$ cat src/rtl/pipe_hazard_unit_if.sv
// pipe_hazard_unit_if: ID-side request and hazard-control response bundle for pipe_hazard_unit.
//
// Request (driven by the ID stage / bench, "master"):
//   id_valid, id_rs1, id_rs2, id_rs1_used, id_rs2_used, id_rd, id_regwrite, id_is_load,
//   redirect (taken branch/jump resolved this cycle), mem_ready (data memory ready).
// Response (driven by the hazard unit, "slave"):
//   stall_if, stall_id, bubble_ex, flush_ifid, mem_hold, fwd_sel_a, fwd_sel_b, stall_cnt.
interface pipe_hazard_unit_if #(
   parameter int unsigned REG_AW = 5,
   parameter int unsigned SEL_W  = 2
);
   logic              id_valid;
   logic [REG_AW-1:0] id_rs1;
   logic [REG_AW-1:0] id_rs2;
   logic              id_rs1_used;
   logic              id_rs2_used;
   logic [REG_AW-1:0] id_rd;
   logic              id_regwrite;
   logic              id_is_load;
   logic              redirect;
   logic              mem_ready;

   logic              stall_if;
   logic              stall_id;
   logic              bubble_ex;
   logic              flush_ifid;
   logic              mem_hold;
   logic [SEL_W-1:0]  fwd_sel_a;
   logic [SEL_W-1:0]  fwd_sel_b;
   logic [31:0]       stall_cnt;

   modport master (
      output id_valid, id_rs1, id_rs2, id_rs1_used, id_rs2_used, id_rd, id_regwrite,
             id_is_load, redirect, mem_ready,
      input  stall_if, stall_id, bubble_ex, flush_ifid, mem_hold, fwd_sel_a, fwd_sel_b,
             stall_cnt
   );

   modport slave (
      input  id_valid, id_rs1, id_rs2, id_rs1_used, id_rs2_used, id_rd, id_regwrite,
             id_is_load, redirect, mem_ready,
      output stall_if, stall_id, bubble_ex, flush_ifid, mem_hold, fwd_sel_a, fwd_sel_b,
             stall_cnt
   );
endinterface

$ cat src/rtl/pipe_hazard_unit.sv
// pipe_hazard_unit: hazard and scoreboard controller sitting beside the ID stage.
//
// Tracks in-flight register writes of the DEPTH post-ID stages (stage 1 = EX ... stage
// DEPTH = WB) in a registered scoreboard and derives, combinationally and with zero latency,
// load-use / no-forwarding stalls, forwarding selects, redirect flushes and memory-wait holds.
//
// Ports:
//   clk    rising-edge clock
//   reset  asynchronous active-low reset; clears the scoreboard and stall_cnt
//   hz     pipe_hazard_unit_if.slave: ID request in, stall/flush/forward controls out
//
// Parameters:
//   DEPTH          post-ID stages tracked
//   REG_AW         register address width
//   LOAD_STAGE     first stage whose output carries load data
//   REDIRECT_STAGE stage in which branch/jump redirects resolve
//   FWD_EN         1 = forward from any stage, 0 = stall on every RAW hazard
//   SEL_W          forwarding select width, 2**SEL_W must exceed DEPTH
module pipe_hazard_unit #(
   parameter int unsigned DEPTH          = 3,
   parameter int unsigned REG_AW         = 5,
   parameter int unsigned LOAD_STAGE     = 2,
   parameter int unsigned REDIRECT_STAGE = 2,
   parameter int unsigned FWD_EN         = 1,
   parameter int unsigned SEL_W          = 2
) (
   input logic             clk,
   input logic             reset,
   pipe_hazard_unit_if.slave hz
);

   typedef struct packed {
      logic             hit;
      logic [SEL_W-1:0] stage;
      logic             ld;
   } match_t;

   // Scoreboard: index i mirrors stage i+1.
   logic [DEPTH-1:0]             v_q, v_d;
   logic [DEPTH-1:0][REG_AW-1:0] rd_q, rd_d;
   logic [DEPTH-1:0]             ld_q, ld_d;
   logic [31:0]                  cnt_q, cnt_d;

   match_t match_a, match_b;
   logic   hz_a, hz_b, hazard;

   // Youngest producer wins: scan oldest to youngest so the smallest stage overwrites.
   function automatic match_t find_producer(input logic [REG_AW-1:0]           rs,
                                            input logic                        used,
                                            input logic [DEPTH-1:0]             v,
                                            input logic [DEPTH-1:0][REG_AW-1:0] rd,
                                            input logic [DEPTH-1:0]             ld);
      match_t m;
      m = '0;
      if (used && (rs != '0)) begin
         for (int i = int'(DEPTH) - 1; i >= 0; i--) begin
            if (v[i] && (rd[i] == rs)) begin
               m.hit   = 1'b1;
               m.stage = SEL_W'(i + 1);
               m.ld    = ld[i];
            end
         end
      end
      return m;
   endfunction

   function automatic logic src_hazard(input match_t m);
      logic h;
      if (FWD_EN != 0) begin
         // Only a load whose data is not yet available in its stage forces a stall.
         h = m.hit && m.ld && (32'(m.stage) < LOAD_STAGE);
      end else begin
         // RF write happens at the WB edge, so even a stage-DEPTH match must wait.
         h = m.hit;
      end
      return h;
   endfunction

   always_comb begin
      match_a = find_producer(hz.id_rs1, hz.id_rs1_used, v_q, rd_q, ld_q);
      match_b = find_producer(hz.id_rs2, hz.id_rs2_used, v_q, rd_q, ld_q);
      hz_a    = src_hazard(match_a);
      hz_b    = src_hazard(match_b);
      hazard  = hz.id_valid && (hz_a || hz_b);
   end

   // Control outputs: mem_ready=0 dominates, then redirect, then RAW hazard.
   always_comb begin
      hz.stall_if   = 1'b0;
      hz.stall_id   = 1'b0;
      hz.bubble_ex  = 1'b0;
      hz.flush_ifid = 1'b0;
      hz.mem_hold   = 1'b0;
      if (!hz.mem_ready) begin
         hz.mem_hold = 1'b1;
         hz.stall_if = 1'b1;
         hz.stall_id = 1'b1;
      end else if (hz.redirect) begin
         hz.flush_ifid = 1'b1;
         hz.bubble_ex  = 1'b1;
      end else if (hazard) begin
         hz.stall_if  = 1'b1;
         hz.stall_id  = 1'b1;
         hz.bubble_ex = 1'b1;
      end
   end

   // Forwarding selects stay live during a memory hold, computed from the frozen scoreboard.
   always_comb begin
      hz.fwd_sel_a = '0;
      hz.fwd_sel_b = '0;
      if ((FWD_EN != 0) && hz.id_valid) begin
         if (match_a.hit && !hz_a) hz.fwd_sel_a = match_a.stage;
         if (match_b.hit && !hz_b) hz.fwd_sel_b = match_b.stage;
      end
   end

   // Scoreboard next state. A redirect kills wrong-path entries younger than the
   // resolving stage while older entries keep advancing.
   always_comb begin
      v_d  = v_q;
      rd_d = rd_q;
      ld_d = ld_q;
      if (hz.mem_ready) begin
         for (int unsigned i = DEPTH - 1; i >= 1; i--) begin
            v_d[i]  = v_q[i-1] && !(hz.redirect && (i < REDIRECT_STAGE));
            rd_d[i] = rd_q[i-1];
            ld_d[i] = ld_q[i-1];
         end
         v_d[0]  = hz.id_valid && hz.id_regwrite && (hz.id_rd != '0) && !hazard &&
                   !hz.redirect;
         rd_d[0] = hz.id_rd;
         ld_d[0] = hz.id_is_load;
      end
   end

   always_comb begin
      cnt_d = cnt_q;
      if (hz.stall_id && (cnt_q != 32'hFFFF_FFFF)) cnt_d = cnt_q + 32'd1;
   end

   assign hz.stall_cnt = cnt_q;

   always_ff @(posedge clk or negedge reset) begin
      if (!reset) begin
         v_q   <= '0;
         rd_q  <= '0;
         ld_q  <= '0;
         cnt_q <= '0;
      end else begin
         v_q   <= v_d;
         rd_q  <= rd_d;
         ld_q  <= ld_d;
         cnt_q <= cnt_d;
      end
   end

endmodule
$ cat src/flat_wrapper.sv
// flat-port wrapper written by rule: the top's interface ports become plain ports
module pipe_hazard_unit_flat 
#(
   parameter int unsigned DEPTH          = 3,
   parameter int unsigned REG_AW         = 5,
   parameter int unsigned LOAD_STAGE     = 2,
   parameter int unsigned REDIRECT_STAGE = 2,
   parameter int unsigned FWD_EN         = 1,
   parameter int unsigned SEL_W          = 2
)
  (clk, reset, hz_id_valid, hz_id_rs1, hz_id_rs2, hz_id_rs1_used, hz_id_rs2_used, hz_id_rd, hz_id_regwrite, hz_id_is_load, hz_redirect, hz_mem_ready, hz_stall_if, hz_stall_id, hz_bubble_ex, hz_flush_ifid, hz_mem_hold, hz_fwd_sel_a, hz_fwd_sel_b, hz_stall_cnt);
  pipe_hazard_unit_if #(.REG_AW(REG_AW), .SEL_W(SEL_W)) hz_i ();
  input logic clk;
  input logic reset;
  input wire logic [$bits(hz_i.id_valid)-1:0] hz_id_valid;
  input wire logic [$bits(hz_i.id_rs1)-1:0] hz_id_rs1;
  input wire logic [$bits(hz_i.id_rs2)-1:0] hz_id_rs2;
  input wire logic [$bits(hz_i.id_rs1_used)-1:0] hz_id_rs1_used;
  input wire logic [$bits(hz_i.id_rs2_used)-1:0] hz_id_rs2_used;
  input wire logic [$bits(hz_i.id_rd)-1:0] hz_id_rd;
  input wire logic [$bits(hz_i.id_regwrite)-1:0] hz_id_regwrite;
  input wire logic [$bits(hz_i.id_is_load)-1:0] hz_id_is_load;
  input wire logic [$bits(hz_i.redirect)-1:0] hz_redirect;
  input wire logic [$bits(hz_i.mem_ready)-1:0] hz_mem_ready;
  output wire logic [$bits(hz_i.stall_if)-1:0] hz_stall_if;
  output wire logic [$bits(hz_i.stall_id)-1:0] hz_stall_id;
  output wire logic [$bits(hz_i.bubble_ex)-1:0] hz_bubble_ex;
  output wire logic [$bits(hz_i.flush_ifid)-1:0] hz_flush_ifid;
  output wire logic [$bits(hz_i.mem_hold)-1:0] hz_mem_hold;
  output wire logic [$bits(hz_i.fwd_sel_a)-1:0] hz_fwd_sel_a;
  output wire logic [$bits(hz_i.fwd_sel_b)-1:0] hz_fwd_sel_b;
  output wire logic [$bits(hz_i.stall_cnt)-1:0] hz_stall_cnt;
  assign hz_i.id_valid = hz_id_valid;
  assign hz_i.id_rs1 = hz_id_rs1;
  assign hz_i.id_rs2 = hz_id_rs2;
  assign hz_i.id_rs1_used = hz_id_rs1_used;
  assign hz_i.id_rs2_used = hz_id_rs2_used;
  assign hz_i.id_rd = hz_id_rd;
  assign hz_i.id_regwrite = hz_id_regwrite;
  assign hz_i.id_is_load = hz_id_is_load;
  assign hz_i.redirect = hz_redirect;
  assign hz_i.mem_ready = hz_mem_ready;
  assign hz_stall_if = hz_i.stall_if;
  assign hz_stall_id = hz_i.stall_id;
  assign hz_bubble_ex = hz_i.bubble_ex;
  assign hz_flush_ifid = hz_i.flush_ifid;
  assign hz_mem_hold = hz_i.mem_hold;
  assign hz_fwd_sel_a = hz_i.fwd_sel_a;
  assign hz_fwd_sel_b = hz_i.fwd_sel_b;
  assign hz_stall_cnt = hz_i.stall_cnt;
  pipe_hazard_unit #(.DEPTH(DEPTH), .REG_AW(REG_AW), .LOAD_STAGE(LOAD_STAGE), .REDIRECT_STAGE(REDIRECT_STAGE), .FWD_EN(FWD_EN), .SEL_W(SEL_W)) u_core (.clk(clk), .reset(reset), .hz(hz_i));
endmodule
$ cat config.mk
export PLATFORM = sky130hd
export DESIGN_NAME = pipe_hazard_unit_flat
export DESIGN_NICKNAME = d
export VERILOG_FILES = /design/src/rtl/pipe_hazard_unit_if.sv /design/src/rtl/pipe_hazard_unit.sv /design/src/flat_wrapper.sv
export SDC_FILE = /design/constraint.sdc
export NUM_CORES = 1
export LEC_CHECK = 0
export CAP_MARGIN = 20
export CORE_MARGIN = 3
export CORE_UTILIZATION = 50
export CTS_CLUSTER_SIZE = 12
export DETAILED_ROUTE_END_ITERATION = 12
export PLACE_DENSITY = 0.8
export SLEW_MARGIN = 20
export SYNTH_ARGS = -nofsm -noshare
export SYNTH_HDL_FRONTEND = slang
export SYNTH_SLANG_ARGS = --single-unit
$ cat constraint.sdc
create_clock -name clk -period 3 [get_ports clk]
set_input_delay 0.45 -clock clk [delete_from_list [all_inputs] [get_ports clk]]
set_output_delay 0.45 -clock clk [all_outputs]
set_load 0.05 [all_outputs]
==> results.sh <==
export IMPL_stdcell_count=406
export IMPL_gp_congestion=0.925
export IMPL_cts_buffers=5
export IMPL_vdd_drop_max_mv=0.572
export IMPL_cts_setup_buffers=0
export IMPL_crit_required_ps=2550
export IMPL_ff2ff_path_depth=7
export IMPL_ys_types=45
export IMPL_grt_pass1_wl_um=11400
export IMPL_timing_final_crit_share=0.973
export IMPL_setup_viol=0
export IMPL_fin_area_sq_mm=0.00379
export IMPL_synth_area_top_cells="dfrtp_1 (44%), xnor2_1 (13%), mux2_2 (7.4%), xor2_1 (4.9%), nand4_1 (4.4%)"
export IMPL_finClkSkew_ps=8.38
export IMPL_finalHoldViolCount=0
export IMPL_grt_antenna_before_repair=0
export IMPL_final_antenna_net_count=0
export IMPL_cp_arrival_ps=2470
export IMPL_netlist_area_sq_mm=0.00287
export IMPL_crit_slowest_cell="or4_1"
export IMPL_met2_usage=0.370
export IMPL_post_cts_resized=0
export IMPL_drive_gt1_frac=0.173
export IMPL_io_buffers=64
export IMPL_crit_path_max_incr_delay_ps=560
export IMPL_start_util=0.539
export IMPL_clock_sinks=51
export IMPL_path_buf_inv=2
export IMPL_yosys_warnings=0
export IMPL_ys_seq_area_frac=0.444
export IMPL_layout_common_cells="clkdlybuf4s50_1 (54), dfrtp_1 (51), xnor2_1 (44), nand4_1 (20), mux2_2 (19)"
export IMPL_num_vias=2263
export IMPL_slew_violations=0
export IMPL_netlist_instances=263
export IMPL_leakage_nw=1.56
export IMPL_drc=0
export IMPL_cts_path_max_buffers=2
export IMPL_fp_coreArea_sq_mm=0.00534
export IMPL_postPlaceCellArea_sq_mm=0.00369
export IMPL_hpwl_um=5060
export IMPL_synthToLayoutAreaGrowth_pct=32.0
export IMPL_wl_per_cell_um=16.6
export IMPL_gr_usage_met1=0.289
export IMPL_cts_max_level=2
export IMPL_detail_route_vias_per_cell=5.57
export IMPL_drt_wl_total_um=6760
export IMPL_num_rows=26
export IMPL_grt_most_used_layer="met2"
export IMPL_relSlewSlack=0.525
export IMPL_grt_pass1_vias=2390
export IMPL_drtIter0Drc=67
export IMPL_cp_top_family="simple AND/OR/NAND/NOR gates"
export IMPL_cts_clk_slew_worst_paths_ps=90
export IMPL_grt_overflow=0
export IMPL_dieArea_sq_mm=0.00669
export IMPL_crit_fanout=2
export IMPL_place_inst=398
export IMPL_setup_tns_ps=0
export IMPL_grt_usage=0.221
export IMPL_grt_setup_unrepaired="false"
export IMPL_switchingPower_uw=687
export IMPL_nNetsFinal=360
export IMPL_ys_ff_latch=51
export IMPL_cp_start_kind="primary input"
export IMPL_worst_setup_path_end_kind="primary output"
export IMPL_criticalPathCategory="in2out"
export IMPL_avgSynthCellArea_sq_um=10.9
export IMPL_whs_ps=89.2
export IMPL_swShare=0.356
export IMPL_cp_cell_sequence="clkdlybuf4s50_1 > or4_1 > o21ai_1 > nor3_1 > a21o_1 > a31o_2 > and2_1 > buf_4"
export IMPL_grt_use_met3=0.0406
export IMPL_antennaDiodeCount=0
export IMPL_grt_start_max_net_pins=31
export IMPL_final_common_cell="clkdlybuf4s50_1"
export IMPL_reg2reg_from="u_core.hz.stall_cnt[0]"
export IMPL_die_h_um=81.8
export IMPL_cts_root_buf="clkbuf_8"
export IMPL_io_pins=65
export IMPL_cts_tree="built"
export IMPL_max_freq_mhz=343
export IMPL_startpoint="hz_id_rs1[1]"
export IMPL_p_total_mw=1.93
export IMPL_yosys_area_top_type="dfrtp_1"
export IMPL_syn_nets=288
export IMPL_maxCapViolCount=0
export IMPL_worstSetupPathDepth=8
export IMPL_fp_dieW_um=81.8
export IMPL_cts_hold_buffers_added=0
export IMPL_yosysTopAreaCellShare=0.444
export IMPL_p_comb_frac=0.321
export IMPL_powerDensity_mw_per_mm2=509
export IMPL_layout_min_cycle_time_ps=2920
export IMPL_clockPowerShare=0.226
export IMPL_seqPwrFrac=0.453
export IMPL_p_int_mw=1.24
export IMPL_hold_path_class="in2async"
export IMPL_status="finished, final reports clean"
export IMPL_worstMarginPinSlew_ps=713
export IMPL_dr_pass1_iters=4
export IMPL_worst_skew_pair_late_latency_ps=300
## path summary, 6_finish.rpt
check	slack, ps	endpoint
worst max-delay path	80	hz_bubble_ex
worst min-delay path	90	u_core.ld_q[0]
max in group asynchronous	2170	u_core.hz.stall_cnt[24]
worst min register to register	500	u_core.hz.stall_cnt[22]
min in group clk	500	u_core.hz.stall_cnt[22]
worst max register to register	460	u_core.hz.stall_cnt[19]
## cell usage after synthesis (all sizes together)
| cell | n |
|---|---|
| and4b | 1 |
| a31oi | 1 |
| nand3b | 1 |
| mux2 | 20 |
| a21oi | 2 |
| xnor2 | 45 |
| o21a | 1 |
| and4bb | 1 |
| xor2 | 16 |
| nor2 | 6 |
| inv | 3 |
| buf | 6 |
| o2111ai | 1 |
| nor2b | 2 |
| nor3 | 4 |
| nand4 | 21 |
| ha | 1 |
| a21boi | 1 |
| o31a | 2 |
| nor4 | 4 |
| o211ai | 2 |
| o2bb2ai | 1 |
| and4 | 6 |
| or4 | 3 |
| a21o | 1 |
| or4b | 1 |
| o21ai | 2 |
| and3b | 1 |
| dfrtp | 51 |
| nand2 | 15 |
| and2 | 8 |
| clkbuf | 4 |
| nand3 | 14 |
| a31o | 1 |
| and3 | 14 |
## per-stage QoR
step | worst slack [ps] | utilization
floorplan | 412 | -
global placement | 141 | 0.691
detailed placement | 106 | 0.691
CTS | 95.2 | 0.711
global route | 17.4 | 0.711
finish | 81.8 | 0.711
## worst reg2reg max path, delay by kind of cell (launching register included)
kind / cells / cell delay (ps)
AOI/OAI and AO/OA: 1 / 560
adders and majority gates: 1 / 230
DFF: 1 / 430
and+or+nand+nor: 4 / 1030
xor gates and xnor gates: 1 / 170
## metal layers
metal	vias to the layer above	wire, um
met1	1100	3000
met3	8	362
met2	73	3310
li1	1082	-
met5	-	0
met4	0	88
## cells by family after synthesis
family                     count (synthesis)  synth area share
buffers and inverters                     13            0.0279
AOI/OAI and AO/OA                         15            0.0431
adders and majority gates                  1           0.00435
and+or+nand+nor                          102             0.214
DFF                                       51             0.444
muxes                                     20            0.0784
xor gates and xnor gates                  61             0.189
## sequential cells by signal, indices dropped and copies added (netlist names)
name / flops
u_core.hz.stall_cnt: 32
u_core.ld_q: 1
u_core.rd_q: 15
u_core.v_q: 3
## area by class of cell
cell class	count	area, sq um
Clock inverter	1	7.51
Multi-Input combinational cell	199	1520
Sequential cell	51	1280
Fill cell	410	1540
Inverter	3	11.3
Tap cell	70	87.6
Timing Repair Buffer	75	796
Clock buffer	7	96.3
## power by group through the flow
stage	clock network, mW	logic, mW	registers [mW]
floorplan	0	0.259	1.02
global placement	0	0.610	0.882
detailed placement	0	0.620	0.886
CTS	0.445	0.625	0.873
global route	0.475	0.668	0.890
finish	0.436	0.620	0.874
Note: power is estimated with default switching activity, not from simulation.
